`config.mk`:
```
export PLATFORM = sky130hd
export DESIGN_NAME = des_perm_pipe
export DESIGN_NICKNAME = d
export VERILOG_FILES = /design/src/rtl/des_pkg.sv /design/src/rtl/des_perm_stage.sv /design/src/rtl/des_perm_pipe.sv
export SDC_FILE = /design/constraint.sdc
export NUM_CORES = 1
export LEC_CHECK = 0
export CAP_MARGIN = 20
export CORE_AREA = 2 2 124 126
export CTS_CLUSTER_SIZE = 25
export DETAILED_ROUTE_END_ITERATION = 10
export DIE_AREA = 0 0 126 128
export GPL_TIMING_DRIVEN = 0
export HOLD_SLACK_MARGIN = 0.02
export PLACE_DENSITY = 0.79
export SLEW_MARGIN = 20
export SYNTH_ARGS = -nofsm -noshare
export SYNTH_HDL_FRONTEND = slang
export SYNTH_HIERARCHICAL = 1
export SYNTH_SLANG_ARGS = --single-unit
```
`constraint.sdc`:
```
create_clock -name clk -period 4.8 [get_ports clk]
set_clock_uncertainty 0.1 [all_clocks]
set_input_delay 0.96 -clock clk [delete_from_list [all_inputs] [get_ports clk]]
set_output_delay 0.96 -clock clk [all_outputs]
set_load 0.02 [all_outputs]
```
`src/rtl/des_pkg.sv`:
```
// rtl/des_pkg.sv - DES block type, permutation modes and IP / IP^-1 index functions.
package des_pkg;

    typedef logic [0:63] des_block_t;

    typedef enum logic [1:0] {
        PM_BYPASS = 2'b00,
        PM_IP     = 2'b01,
        PM_IPINV  = 2'b10,
        PM_RSVD   = 2'b11
    } perm_mode_e;

    // Index i = 8r+c in [0:63] order; bit 0 is DES bit 1.
    function automatic des_block_t des_ip(input des_block_t x);
        des_block_t y;
        for (int r = 0; r < 8; r++) begin
            for (int c = 0; c < 8; c++) begin
                y[8*r+c] = x[8*(7-c) + ((r < 4) ? (2*r + 1) : (2*(r-4)))];
            end
        end
        return y;
    endfunction

    function automatic des_block_t des_ip_inv(input des_block_t x);
        des_block_t y;
        for (int r = 0; r < 8; r++) begin
            for (int c = 0; c < 8; c++) begin
                y[8*r+c] = x[8*(c >> 1) + ((c % 2 == 1) ? 7 : 39) - r];
            end
        end
        return y;
    endfunction

endpackage

```
`src/rtl/des_perm_stage.sv`:
```
// rtl/des_perm_stage.sv - one valid/ready register slice with synchronous flush.
module des_perm_stage #(
    parameter int W = 8
) (
    input  logic         clk,
    input  logic         rst,
    input  logic         flush,
    input  logic         s_valid,
    output logic         s_ready,
    input  logic [W-1:0] s_data,
    output logic         m_valid,
    input  logic         m_ready,
    output logic [W-1:0] m_data
);

    // Loads when empty or when the held beat leaves this cycle, so bubbles collapse.
    assign s_ready = !m_valid || m_ready;

    always_ff @(posedge clk or posedge rst) begin
        if (rst) begin
            m_valid <= 1'b0;
            m_data  <= '0;
        end else begin
            if (flush) begin
                m_valid <= 1'b0;
            end else if (s_ready) begin
                m_valid <= s_valid;
            end
            if (s_ready && s_valid && !flush) begin
                m_data <= s_data;
            end
        end
    end

endmodule

```
`src/rtl/des_perm_pipe.sv`:
```
// rtl/des_perm_pipe.sv - pipelined DES IP / IP^-1 / bypass unit with tag sideband and flush.
// Defining DES_PERM_PARITY_EN adds the registered per-byte odd-parity output out_par.
module des_perm_pipe
    import des_pkg::*;
#(
    parameter int PIPE_STAGES = 2,
    parameter int TAG_W       = 4
) (
    input  logic             clk,
    input  logic             rst,
    input  logic             flush,
    input  logic             in_valid,
    output logic             in_ready,
    input  logic [0:63]      in_data,
    input  logic [1:0]       in_mode,
    input  logic [TAG_W-1:0] in_tag,
    output logic             out_valid,
    input  logic             out_ready,
    output logic [0:63]      out_data,
    output logic [TAG_W-1:0] out_tag,
    output logic             out_err
`ifdef DES_PERM_PARITY_EN
    ,
    output logic [0:7]       out_par
`endif
);

`ifdef DES_PERM_PARITY_EN
    localparam int PW = 64 + 1 + TAG_W + 8;
`else
    localparam int PW = 64 + 1 + TAG_W;
`endif

    des_block_t perm_data;
    logic       err_in;
    logic [PW-1:0] pay [0:PIPE_STAGES];
    logic [PIPE_STAGES:0] v;
    logic [PIPE_STAGES:0] rdy;

    always_comb begin
        perm_data = in_data;
        err_in    = 1'b0;
        case (perm_mode_e'(in_mode))
            PM_IP:    perm_data = des_ip(in_data);
            PM_IPINV: perm_data = des_ip_inv(in_data);
            PM_RSVD:  err_in    = 1'b1;
            default:  ;
        endcase
    end

`ifdef DES_PERM_PARITY_EN
    logic [0:7] par_in;

    always_comb begin
        par_in = '0;
        for (int b = 0; b < 8; b++) begin
            par_in[b] = ~^perm_data[8*b +: 8];
        end
    end

    assign pay[0] = {par_in, in_tag, err_in, perm_data};
    assign out_par = pay[PIPE_STAGES][65+TAG_W +: 8];
`else
    assign pay[0] = {in_tag, err_in, perm_data};
`endif

    assign v[0]             = in_valid;
    assign rdy[PIPE_STAGES] = out_ready;

    // Acceptance is blocked during flush and while reset is held.
    assign in_ready = rdy[0] && !flush && !rst;

    for (genvar k = 0; k < PIPE_STAGES; k++) begin : g_stage
        des_perm_stage #(
            .W(PW)
        ) u_stage (
            .clk     (clk),
            .rst     (rst),
            .flush   (flush),
            .s_valid (v[k]),
            .s_ready (rdy[k]),
            .s_data  (pay[k]),
            .m_valid (v[k+1]),
            .m_ready (rdy[k+1]),
            .m_data  (pay[k+1])
        );
    end

    assign out_valid = v[PIPE_STAGES];
    assign out_data  = pay[PIPE_STAGES][63:0];
    assign out_err   = pay[PIPE_STAGES][64];
    assign out_tag   = pay[PIPE_STAGES][65 +: TAG_W];

endmodule

```
Word-level counts from Yosys, hierarchy flattened
Index checks and enable logic that the tools add are counted.
W data, S select, Z words.
- register bits: 140
- output and inout bits: 71
- logic and storage cells: 27
- input bits: 75
- equality and inequality tests: 3
- reduce and logical (&&, ||, !) cells: 14
- muxes and demuxes: 6
- operators with widths (operator ; number):
    $pmux W64 S2 ; 1
    $logic_and A1 B1 Y1 ; 6
    $mux W1 ; 5
    $eq A2 B2 Y1 const B ; 2
    $logic_not A1 Y1 ; 4
    $reduce_bool A2 Y1 ; 2
    $eq A2 B1 Y1 const B ; 1
    $logic_or A1 B1 Y1 ; 2

Depth between registers and ports, before layout
Gate-level depths: netlist of the first run.
- word-level depth: 5
- gate-level depth with buffers: 7

By module
Netlist of the first run, hierarchy kept.
- by module, submodules not included (module ; cells each ; times used ; area each (um^2)):
    des_perm_stage ; 152 ; 2 ; 2615.0
    des_perm_pipe ; 219 ; 1 ; 1257.5

Worst setup path after synthesis of the first run
No wires, ideal clock.
- kind: in2out
- start: in out_ready
- end: out in_ready
- slack: 2060 ps
- data required time: 3740 ps
- stages: 5
- path buffers: 0
- arrival time: 1680 ps
- path through: nor2b_2 > inv_1 > nor2b_2 > inv_1 > nor3b_1
- word-level cells in the longest chain between the ends: 4
- RTL lines (what ; RTL line ; text):
    from (decl) ; des_perm_pipe.sv:18 ; input logic out_ready,
    $logic_or A1 B1 Y1 ; des_perm_stage.sv:17 ; assign s_ready = !m_valid || m_ready;
    via rdy[1] ; des_perm_pipe.sv:38 ; logic [PIPE_STAGES:0] rdy;
    $logic_or A1 B1 Y1 ; des_perm_stage.sv:17 ;
    via rdy[0] ; des_perm_pipe.sv:38 ;
    $logic_and A1 B1 Y1 (2 in a row) ; des_perm_pipe.sv:71 ; assign in_ready = rdy[0] && !flush && !rst;
    to (decl) ; des_perm_pipe.sv:13 ; output logic in_ready,
The timed path passes the listed nets, and every way through them passes these cells.

Final worst setup path of the first run
Same ends and word-level chain as after synthesis.

==> results.md, run 1 <==
* Status: finished clean
* CP Capture Point: in_ready
* Min Tclk post-route at 3.71 ns
* Fin. Hold Viols at 0
* Final non-filler cell total at ~890
* Die Span Y at ~130 um
* Post-synthesis sequential area ratio at 54.0%
* RSZ-0062 raised after global routing: no
* Placed Cells incl. Taps at roughly 860
* Clk slew on worst S/H paths at ~0.060 ns
* Crit path arrival time at between 2 and 3 ns
* CP startpoint kind: input port
* CP Class: input port to output pin
* Power share of the clock group at 31.8%
* Count of cell types in the netlist at 17
* Final antenna diode count at 0
* Fmax at between 200 and 300 MHz
* Clk_lat worst skew at about 0.42 ns
* Clock sinks at 140
* Yosys reg bits at 140
* Syn_nets at roughly 600
* Power Density at 480 mW/mm^2
* CTS HTree Levels at 4
* Die width at around 130 um
* Final HPWL DP at 14100 um
* Seq pwr share at 38.8%
* Internal power component at 3.00 mW
* Reg-to-Reg End: g_stage[0].u_stage/m_data[29]
* Synth cell count leaders: 140 x dfrtp_1, 118 x mux2_2, 62 x nand2_1
* Global-route wire length before repair at 29900 um
* Ys async rst share at 100%
* Yosys top cell area share at a little over half
* Initial antenna violation count at 0
* Post-CTS Setup Bufs at 0
* Synth top area cells: dfrtp_1 54%, mux2_2 20%, a22oi_1 6.9%
* Gr usage total at 24.5%
* Max-slew violation count at 0
* R2R depth at 7
* Vias in the first global route at roughly 5300
* Post-synthesis cell count at between 500 and 600
* Core Util, Final at roughly 60%
* Register-to-register setup slack at ~2.7 ns
* Die Footprint at between 0.015 and 0.02 mm^2
* Critical path origin: out_ready
* Gr ovfl total at 0
* IO buf count at ~150
* Global-route met2 utilization at about two fifths
* Post-Synthesis Cell Area at about 0.0065 mm^2
* Layout area overhead at 36.4%
* Via density at about 5.6
* Met3 usage at a little over 6%
* Worst vdd ir at 0.254 mV
* CTS tree: done
* Cell taking the most area after synthesis: dfrtp_1
* CP endpoint kind: output pin
* Initial Utilization at a little over two fifths
* GR peak layer: met2
* Synth warn at 6
* Share of the clock period used by the worst path at slightly below 80%
* ANT nets after route at 0
* Setup TNS after final layout at 0 ns
* CTS-repair resized insts at 0
* Storage cell area at roughly 0.0035 mm^2
* Crit Reg-Reg Startpoint: g_stage[1].u_stage/m_valid
* Max-cap violation count at 0
* HP Class: flip-flop to flip-flop
* DRT Pass-1 Iters at 8
* Root Buffer Master: clkbuf_16
* Largest net degree at the start of global routing at 52
* Worst Path Max Fanout at 3
* Fillers at ~1200
* Total I/O pin count at 146
* WHS Path Cells at 1
* Hold_buf cts at 0
* Syn Area/Cell at 12.4 um^2
* CTS Buf Count at 17
* Ys flop type: dfrtp_1
* DRC violations left at 0
* Leakage at between 3 and 4 nW
* Clock Tree Buf Depth at 2
* Total wire length at ~19000 um
* FP Rows at 45
* Relative slew slack at between 60% and 70%
* Most frequent cell after synthesis: dfrtp_1
* Met1 usage at 31.4%
* Comb power frac at ~29%
* Initial DRC count at roughly 370
* Drt wl/cell at ~21 um
* Layout cell share with drive strength beyond 1 at 27.5%
* Total core area at between 0.01 and 0.015 mm^2
* DR vias at around 5000
* Area of the multi-input gates at 0.00267 mm^2
* Worst slew pin tran at approximately 0.52 ns
* WP data required at ~3.7 ns
* Placer congestion estimate at 0.914
* Sw Ratio at between 20% and 30%
* Final setup fails at 0
* Post-layout net count at around 770
* Switch Pwr at 1.24 mW
* Post-synth EDFFs at 0
-- critical path: stages --
cell,delay [ns]
clkdlybuf4s50_1,0.43
nor2b_2,0.23
inv_1,0.08
nor2b_2,0.21
inv_1,0.05
nor3b_1,0.14
clkdlybuf4s50_1,0.55
-- final cells by class --
type                       count  share of cell area [%]
multi-input combinational    336                    30.2
inverter                       6                   0.311
clock buffer                  21                    5.43
sequential                   140                    39.6
timing repair buffer         147                    16.9
clock inverter                10                    1.57
tap                          188                    2.66
buffer                        41                    3.27
-- worst min path at each step --
stage / start / to / slack (ns)
6_report: g_stage[1].u_stage/m_data[28] / g_stage[1].u_stage/m_data[28] / 0.38
5_1_grt: g_stage[0].u_stage/m_data[25] / g_stage[1].u_stage/m_data[25] / 0.41
4_1_cts: g_stage[1].u_stage/m_data[28] / g_stage[1].u_stage/m_data[28] / 0.39
3_5_place_dp: g_stage[1].u_stage/m_data[28] / g_stage[1].u_stage/m_data[28] / 0.38
3_3_place_gp: g_stage[0].u_stage/m_data[32] / g_stage[0].u_stage/m_data[32] / 0.38
2_1_floorplan: g_stage[0].u_stage/m_data[25] / g_stage[0].u_stage/m_data[25] / 0.35
-- power by group through the flow --
stage	combinational [mW]	clock (mW)	sequential, mW
after floorplan	0.415	0	1.86
after global placement	1.22	0	1.65
after detailed placement	1.25	0	1.67
after CTS	1.26	1.37	1.65
after global routing	1.32	1.43	1.69
final	1.25	1.35	1.65
-- registers in the layout, indices dropped and copies added, names as in the netlist --
signal	flops
g_stage.u_stage/m_data	138
g_stage.u_stage/m_valid	2
-- placed cells by master (no fill, tap or decap), types with 3 or more instances in the layout --
master	synthesis	final
mux2_2	118	118
clkinvlp_4	0	4
mux2_1	20	20
buf_2	12	12
nand2_1	62	62
ha_1	3	3
inv_1	6	4
clkbuf_8	0	4
buf_6	8	8
clkbuf_1	5	5
dfrtp_1	140	140
bufinv_16	0	3
nor2_1	4	4
o21ai_1	8	8
a22oi_1	60	60
clkbuf_16	0	17
clkdlybuf4s50_1	0	145
o21ai_0	56	56
buf_4	16	16
-- metrics by stage --
step | area (um^2) | setup WS (ns) | power, mW | hold slack [ns]
after floorplan | 6490 | 1.97 | 2.27 | 0.354
final | 8850 | 1.09 | 4.24 | 0.385
after global routing | 8850 | 1.02 | 4.44 | 0.407
after global placement | 8170 | 0.784 | 2.87 | 0.375
after detailed placement | 8230 | 1.14 | 2.92 | 0.378
after CTS | 8850 | 1.10 | 4.28 | 0.392
-- kinds of logic after synthesis --
group                      Yosys count  synth area share, %
AOI/OAI and AO/OA                  124                 11.9
adders and majority gates            3                0.579
buffers and inverters               47                 4.80
DFF                                140                 54.0
muxes                              138                 24.0
and+or+nand+nor                     71                 4.78
-- metal layers --
layer	part of all wire, %	wire length (um)
met4	2.4	460
met2	49	9290
met5	0	0
met3	8.1	1540
met1	41	7820
Power figures use the tool's default switching activity.
==> inputs of run 2 (changes only) <==
PLACE_DENSITY = 0.82   (was 0.79)
clock period = 3.2 ns   (was 4.8 ns; I/O delays follow)
==> run 2 against run 1 <==
Cell area about the same; die area unchanged; sequential share of layout area about the same; cell count increased by 0.11%; first-iteration DRC count decreased by 4.6%; non-clock buffer count unchanged; register-to-register slack got worse by 1.6 ns; clock power increased by 50%; wire length increased by 0.71%; power increased by 50%; setup slack got worse by 0.93 ns; via count increased by 0.40%; critical path type unchanged; critical endpoint unchanged; largest power group unchanged.
==> results.md, run 2 (same netlist as run 1, synthesis figures left out) <==
* Clock Tree Buf Depth at 2 (unchanged)
* Share of the clock period used by the worst path at 95.2%
* GR peak layer: met2
* Leakage at 3.82 nW (+0.27%)
* Die Footprint at 0.0161 mm^2 (unchanged)
* HP Class: flip-flop to flip-flop
* Crit path arrival time at 2.30 ns (-0.35 ns)
* Worst Path Max Fanout at 3 (unchanged)
* CTS HTree Levels at 4 (unchanged)
* Commonest non-fill, non-tap cell in the layout: clkdlybuf4s50_1
* IO buf count at 145 (unchanged)
* Initial DRC count at 356 (-4.6%)
* Cell family with most CP delay: buffers and inverters
* Clk slew on worst S/H paths at 0.06 ns (about the same)
* Hold_buf cts at 0 (unchanged)
* Initial Utilization at 43.6% (unchanged)
* DR vias at 4978 (+0.40%)
* Die width at 126 um (unchanged)
* Top reg by flops: g_stage.u_stage/m_data
* Worst slew pin tran at 0.528 ns (+0.0110 ns)
* Met1 usage at 30.9% (-0.48 points)
* Layout cell share with drive strength beyond 1 at 27.4% (-0.18 points)
* Fmax at around 330 MHz
* Post-CTS Setup Bufs at 0 (unchanged)
* DRC violations left at 0 (unchanged)
* Final setup fails at 0 (unchanged)
* Fin. Hold Viols at 0 (unchanged)
* Clock sinks at 140 (unchanged)
* Placer congestion estimate at 0.935 (+2.2%)
* CTS Buf Count at 17 (unchanged)
* DRT Pass-1 Iters at 7 (-1)
* Post-layout net count at 767 (unchanged)
* ANT nets after route at 0 (unchanged)
* CTS tree: done
* Global-route wire length before repair at 29600 um (-1.0%)
* FP Rows at 45 (unchanged)
* Vias in the first global route at 5236 (-1.1%)
* Met3 usage at 6.39% (+0.17 points)
* Max incr delay on CP at 0.55 ns (about the same)
* Setup TNS after final layout at 0 ns (unchanged)
* Total core area at 0.0149 mm^2 (unchanged)
* Power Density at 722 mW/mm^2 (+50%)
* CP cell instances: clkdlybuf4s50_1 > nor2b_2 > inv_1 > nor2b_2 > inv_1 > nor3b_1 > clkdlybuf4s50_1
* Via density at 5.59 (+0.29%)
* CP max-delay cell: clkdlybuf4s50_1
* Max-slew violation count at 0 (unchanged)
* Die Span Y at 128 um (unchanged)
* Clk_lat worst skew at 0.42 ns (about the same)
* Global-route met2 utilization at 40.8% (+0.32 points)
* Drt wl/cell at 21.6 um (+0.60%)
* RSZ-0062 raised after global routing: no
* CP endpoint kind: output pin
* Final non-filler cell total at 890 (+0.11%)
* Total I/O pin count at 146 (unchanged)
* Largest net degree at the start of global routing at 50 (-3.8%)
* Total power at 6.38 mW (+50%)
* Most frequent cells in the layout: 145 x clkdlybuf4s50_1, 140 x dfrtp_1, 118 x mux2_2, 62 x nand2_1, 60 x a22oi_1
* Gr ovfl total at 0 (unchanged)
* Min Tclk post-route at roughly 3.0 ns
* Layout area overhead at 36.3% (about the same)
* WP data required at 2.46 ns (-1.28 ns)
* CP startpoint kind: input port
* Gr usage total at 24.5% (about the same)
* Total wire length at 19200 um (+0.71%)
* CP bufs+invs at 4 (unchanged)
* Max-cap violation count at 0 (unchanged)
* Top Registers: g_stage.u_stage/m_data: 138 flops, g_stage.u_stage/m_valid: 2 flops
* CTS-repair resized insts at 0 (unchanged)
* Status: finished clean
* Final antenna diode count at 0 (unchanged)
* Fillers at 1200 (-2.7%)
* Worst vdd ir at 0.337 mV (+33%)
* Max reg flops at 138 (unchanged)
* Initial antenna violation count at 0 (unchanged)
* Relative slew slack at 64.4% (-0.74 points)
* CP Class: input port to output pin
* Final HPWL DP at 14200 um (+0.43%)
* Placed Cells incl. Taps at 858 (unchanged)
* Root Buffer Master: clkbuf_16
## run 2: per-layer routing
metal | up-vias | part of all wire, %
li1 | 2223 | -
met1 | 2493 | 41
met2 | 230 | 50
met3 | 32 | 7.1
met4 | 0 | 2.2
met5 | - | 0
## run 2: per-stage QoR
stage | hold slack, ns | setup WS, ns | instance area (um^2) | utilization, %
2_1_floorplan | 0.354 | 0.692 | 6490 | -
3_3_place_gp | 0.376 | -0.455 | 8170 | 55.0
3_5_place_dp | 0.379 | 0.157 | 8230 | 55.3
4_1_cts | 0.392 | 0.155 | 8840 | 59.5
5_1_grt | 0.401 | 0.108 | 8840 | 59.5
6_report | 0.395 | 0.155 | 8840 | 59.5
## run 2: layout make-up
class	count	area, um^2	area share [%]
tap	188	235	2.66
sequential	140	3500	39.6
clock inverter	12	170	1.92
inverter	6	27.5	0.311
clock buffer	20	447	5.05
buffer	41	289	3.27
timing repair buffer	147	1500	16.9
multi-input combinational	336	2670	30.2
## run 2: path summary, 6_finish.rpt
check	from	to	slack [ns]	depth (start not counted)
min	g_stage[1].u_stage/m_data[34]	g_stage[1].u_stage/m_data[34]	0.40	1
min in group asynchronous	rst	g_stage[0].u_stage/m_data[68]	0.55	2
max reg2reg	g_stage[1].u_stage/m_valid	g_stage[0].u_stage/m_data[28]	1.05	7
max	out_ready	in_ready	0.16	7
min reg2reg	g_stage[1].u_stage/m_data[34]	g_stage[1].u_stage/m_data[34]	0.40	1
max in group asynchronous	rst	g_stage[1].u_stage/m_data[18]	1.84	3
## run 2: report_power, final
part	switching [mW]	internal (mW)	total (mW)	leakage [nW]
clock	0.710	1.32	2.03	0.304
combinational	0.890	0.981	1.87	1.76
sequential	0.258	2.22	2.48	1.75
## run 2: worst register-to-register path: cells and delay by family, from the launching register on
family	cells	cell delay (ns)
multiplexers	1	0.35
buffers and inverters	3	0.54
AND/OR/NAND/NOR	3	0.68
flip-flops	1	0.36
==> inputs of run 3 (changes only) <==
CELL_PAD_IN_SITES_DETAIL_PLACEMENT = 0   (was unset)
CELL_PAD_IN_SITES_GLOBAL_PLACEMENT = 1   (was unset)
CORE_AREA = 2 2 138 140   (was 2 2 124 126)
DIE_AREA = 0 0 140 142   (was 0 0 126 128)
PLACE_DENSITY = 0.83   (was 0.82)
SKIP_LAST_GASP = 1   (was unset)
==> run 3 against run 2 <==
The flow now finishes with violations (DRC); critical endpoint unchanged; power is 1.7% lower; sequential power hardly changed; clock-buffer cell count is 1 higher; cell area is 0.33% higher; fmax is 2.1% lower.
==> results.md, run 3 (same netlist as run 1, synthesis figures left out) <==
* Status: complete, but fails checks
* Failing checks: DRC
* Initial DRC count at 366 (+2.8%)
* Max-cap violation count at 0 (unchanged)
* CP max-delay cell: clkdlybuf4s50_1
* Most frequent cells in the layout: 145 x clkdlybuf4s50_1, 140 x dfrtp_1, 118 x mux2_2, 62 x nand2_1, 60 x a22oi_1
* Largest net degree at the start of global routing at 53 (+6.0%)
* Power share of the clock group at 30.7% (-1.1 points)
* Worst vdd ir at 0.372 mV (+10%)
* Min Tclk post-route at 3.11 ns (+0.0668 ns)
* Max-slew violation count at 0 (unchanged)
* Commonest non-fill, non-tap cell in the layout: clkdlybuf4s50_1
* Register-to-register setup slack at 1.09 ns (+0.04 ns)
* Setup TNS after final layout at 0 ns (unchanged)
* Total I/O pin count at 146 (unchanged)
* Clk_lat worst skew at 0.42 ns (about the same)
* Placed Cells incl. Taps at 904 (+5.4%)
* Initial Utilization at 35.2% (-8.5 points)
* Placer congestion estimate at 0.904 (-3.3%)
* Die Span Y at 142 um (+11%)
* Max reg flops at 138 (unchanged)
* WHS Path Cells at 1 (unchanged)
* WP data required at 2.46 ns (about the same)
* Top Registers: g_stage.u_stage/m_data: 138 flops, g_stage.u_stage/m_valid: 2 flops
* Vias in the first global route at 5236 (unchanged)
* Leakage at 3.80 nW (-0.39%)
* DRT Pass-1 Iters at 11 (+4)
* Root Buffer Master: clkbuf_16
* Hold path start: g_stage[1].u_stage/m_data[31]
* Internal power component at 4.41 mW (-2.6%)
* Power Density at 707 mW/mm^2 (-2.0%)
* Post-layout net count at 767 (unchanged)
* CTS HTree Levels at 4 (unchanged)
* Global-route wire length before repair at 30700 um (+3.6%)
* Final non-filler cell total at 936 (+5.2%)
* Share of the clock period used by the worst path at 97.2% (+2.1 points)
* CP endpoint kind: output pin
* RSZ-0062 raised after global routing: no
* CTS-repair resized insts at 0 (unchanged)
* Worst Path Max Fanout at 3 (unchanged)
* Top reg by flops: g_stage.u_stage/m_data
* Reg-to-Reg End: g_stage[0].u_stage/m_data[31]
* Comb power frac at 29.8% (+0.5 points)
* CP startpoint kind: input port
* R2R depth at 7 (unchanged)
* DR vias at 4954 (-0.48%)
* CTS tree: done
* DRC violations left at 10 (+10)
* Max incr delay on CP at 0.55 ns (about the same)
* Relative slew slack at 60.4% (-4.0 points)
* Final setup fails at 0 (unchanged)
* Die width at 140 um (+11%)
* Clock sinks at 140 (unchanged)
* FP Rows at 50 (+11%)
* HP Class: flip-flop to flip-flop
* Layout area overhead at 36.8%
* Switch Pwr at 1.87 mW (+0.41%)
* Fin. Hold Viols at 0 (unchanged)
* Via density at 5.29 (-5.4%)
* IO buf count at 145 (unchanged)
* Total core area at 0.0185 mm^2 (+24%)
* Final antenna diode count at 0 (unchanged)
* Seq pwr share at 39.4% (+0.5 points)
* Fmax at 321 MHz (-2.1%)
* Hold EP: g_stage[1].u_stage/m_data[31]
* Sw Ratio at 29.7% (+0.62 points)
* Final HPWL DP at 14900 um (+4.9%)
* Drt wl/cell at 21.4 um (-1.1%)
* ANT nets after route at 0 (unchanged)
* CP cell instances: clkdlybuf4s50_1 > nor2b_2 > inv_1 > nor2b_2 > inv_1 > nor3b_1 > clkdlybuf4s50_1
* Post-CTS Setup Bufs at 0 (unchanged)
* Cell family with most CP delay: buffers and inverters
* Worst slew pin tran at 0.587 ns (+0.0596 ns)
* Gr ovfl total at 0 (unchanged)
* Clock Tree Buf Depth at 2 (unchanged)
* Clk slew on worst S/H paths at 0.06 ns (about the same)
* Total wire length at 20000 um (+4.0%)
* Die Footprint at 0.0199 mm^2 (+23%)
* CP bufs+invs at 4 (unchanged)
* CTS Buf Count at 17 (unchanged)
* Critical path origin: out_ready
* Hold_buf cts at 0 (unchanged)
* Layout cell share with drive strength beyond 1 at 27.5% (+0.14 points)
* Crit Reg-Reg Startpoint: g_stage[1].u_stage/m_valid
* CP Class: input port to output pin
* Crit path arrival time at 2.37 ns (+0.07 ns)
* Initial antenna violation count at 1 (+1)
* Gr usage total at 20.6% (-3.8 points)
* Logic depth of the worst path, buffers included at 7 (unchanged)
-- run 3: cell count changes in the layout (fill, tap and decap cells not counted), sizes merged --
cell	change
bufinv	-2
clkbuf	+1
clkinvlp	+1
-- run 3: power groups by stage --
stage | Clock (mW) | Sequential (mW) | Combinational [mW]
2_1_floorplan | 0 | 2.79 | 0.623
3_3_place_gp | 0 | 2.48 | 1.83
3_5_place_dp | 0 | 2.51 | 1.87
4_1_cts | 1.98 | 2.48 | 1.88
5_1_grt | 2.06 | 2.53 | 1.98
6_report | 1.93 | 2.47 | 1.87
-- run 3: worst register-to-register path: stages (launching register included) --
cell and delay (ns):
dfrtp_1 0.37, nor2b_2 0.18, inv_1 0.08, nor2b_2 0.07, nor3b_4 0.39, buf_4 0.28
buf_6 0.17, mux2_1 0.34
-- run 3: cell type report --
cell class / count / area [um^2]
buffer: 41 / 289
inverter: 6 / 27.5
tap: 234 / 293
fill: 1623 / 9580
multi-input combinational: 336 / 2670
sequential: 140 / 3500
timing repair buffer: 147 / 1500
clock buffer: 21 / 470
clock inverter: 11 / 118
-- run 3: through the flow --
step	cell area, um^2	hold WS, ns	total power, mW	util [%]	setup slack (ns)
3_3_place_gp	8230	0.375	4.31	44.6	-0.553
2_1_floorplan	6490	0.354	3.41	-	0.692
5_1_grt	8870	0.415	6.57	48.1	0.0244
6_report	8870	0.387	6.27	48.1	0.0883
4_1_cts	8870	0.388	6.34	48.1	0.0913
3_5_place_dp	8280	0.375	4.38	44.9	0.0848
-- run 3: how the worst max path moves through the flow --
stage	slack [ns]	end
floorplan	0.69	g_stage[0].u_stage/m_data[0]
global placement	-0.55	g_stage[0].u_stage/m_data[26]
detailed placement	0.08	in_ready
CTS	0.09	in_ready
global route	0.02	in_ready
finish	0.09	in_ready
-- run 3: metal layers --
layer | vias to the layer above | part of all wire, % | global-route usage [%]
li1 | 2221 | - | -
met1 | 2461 | 41 | 26.2
met2 | 234 | 48 | 33.6
met3 | 36 | 8.4 | 5.52
met4 | 2 | 2.7 | 8.67
met5 | - | 0.065 | 0
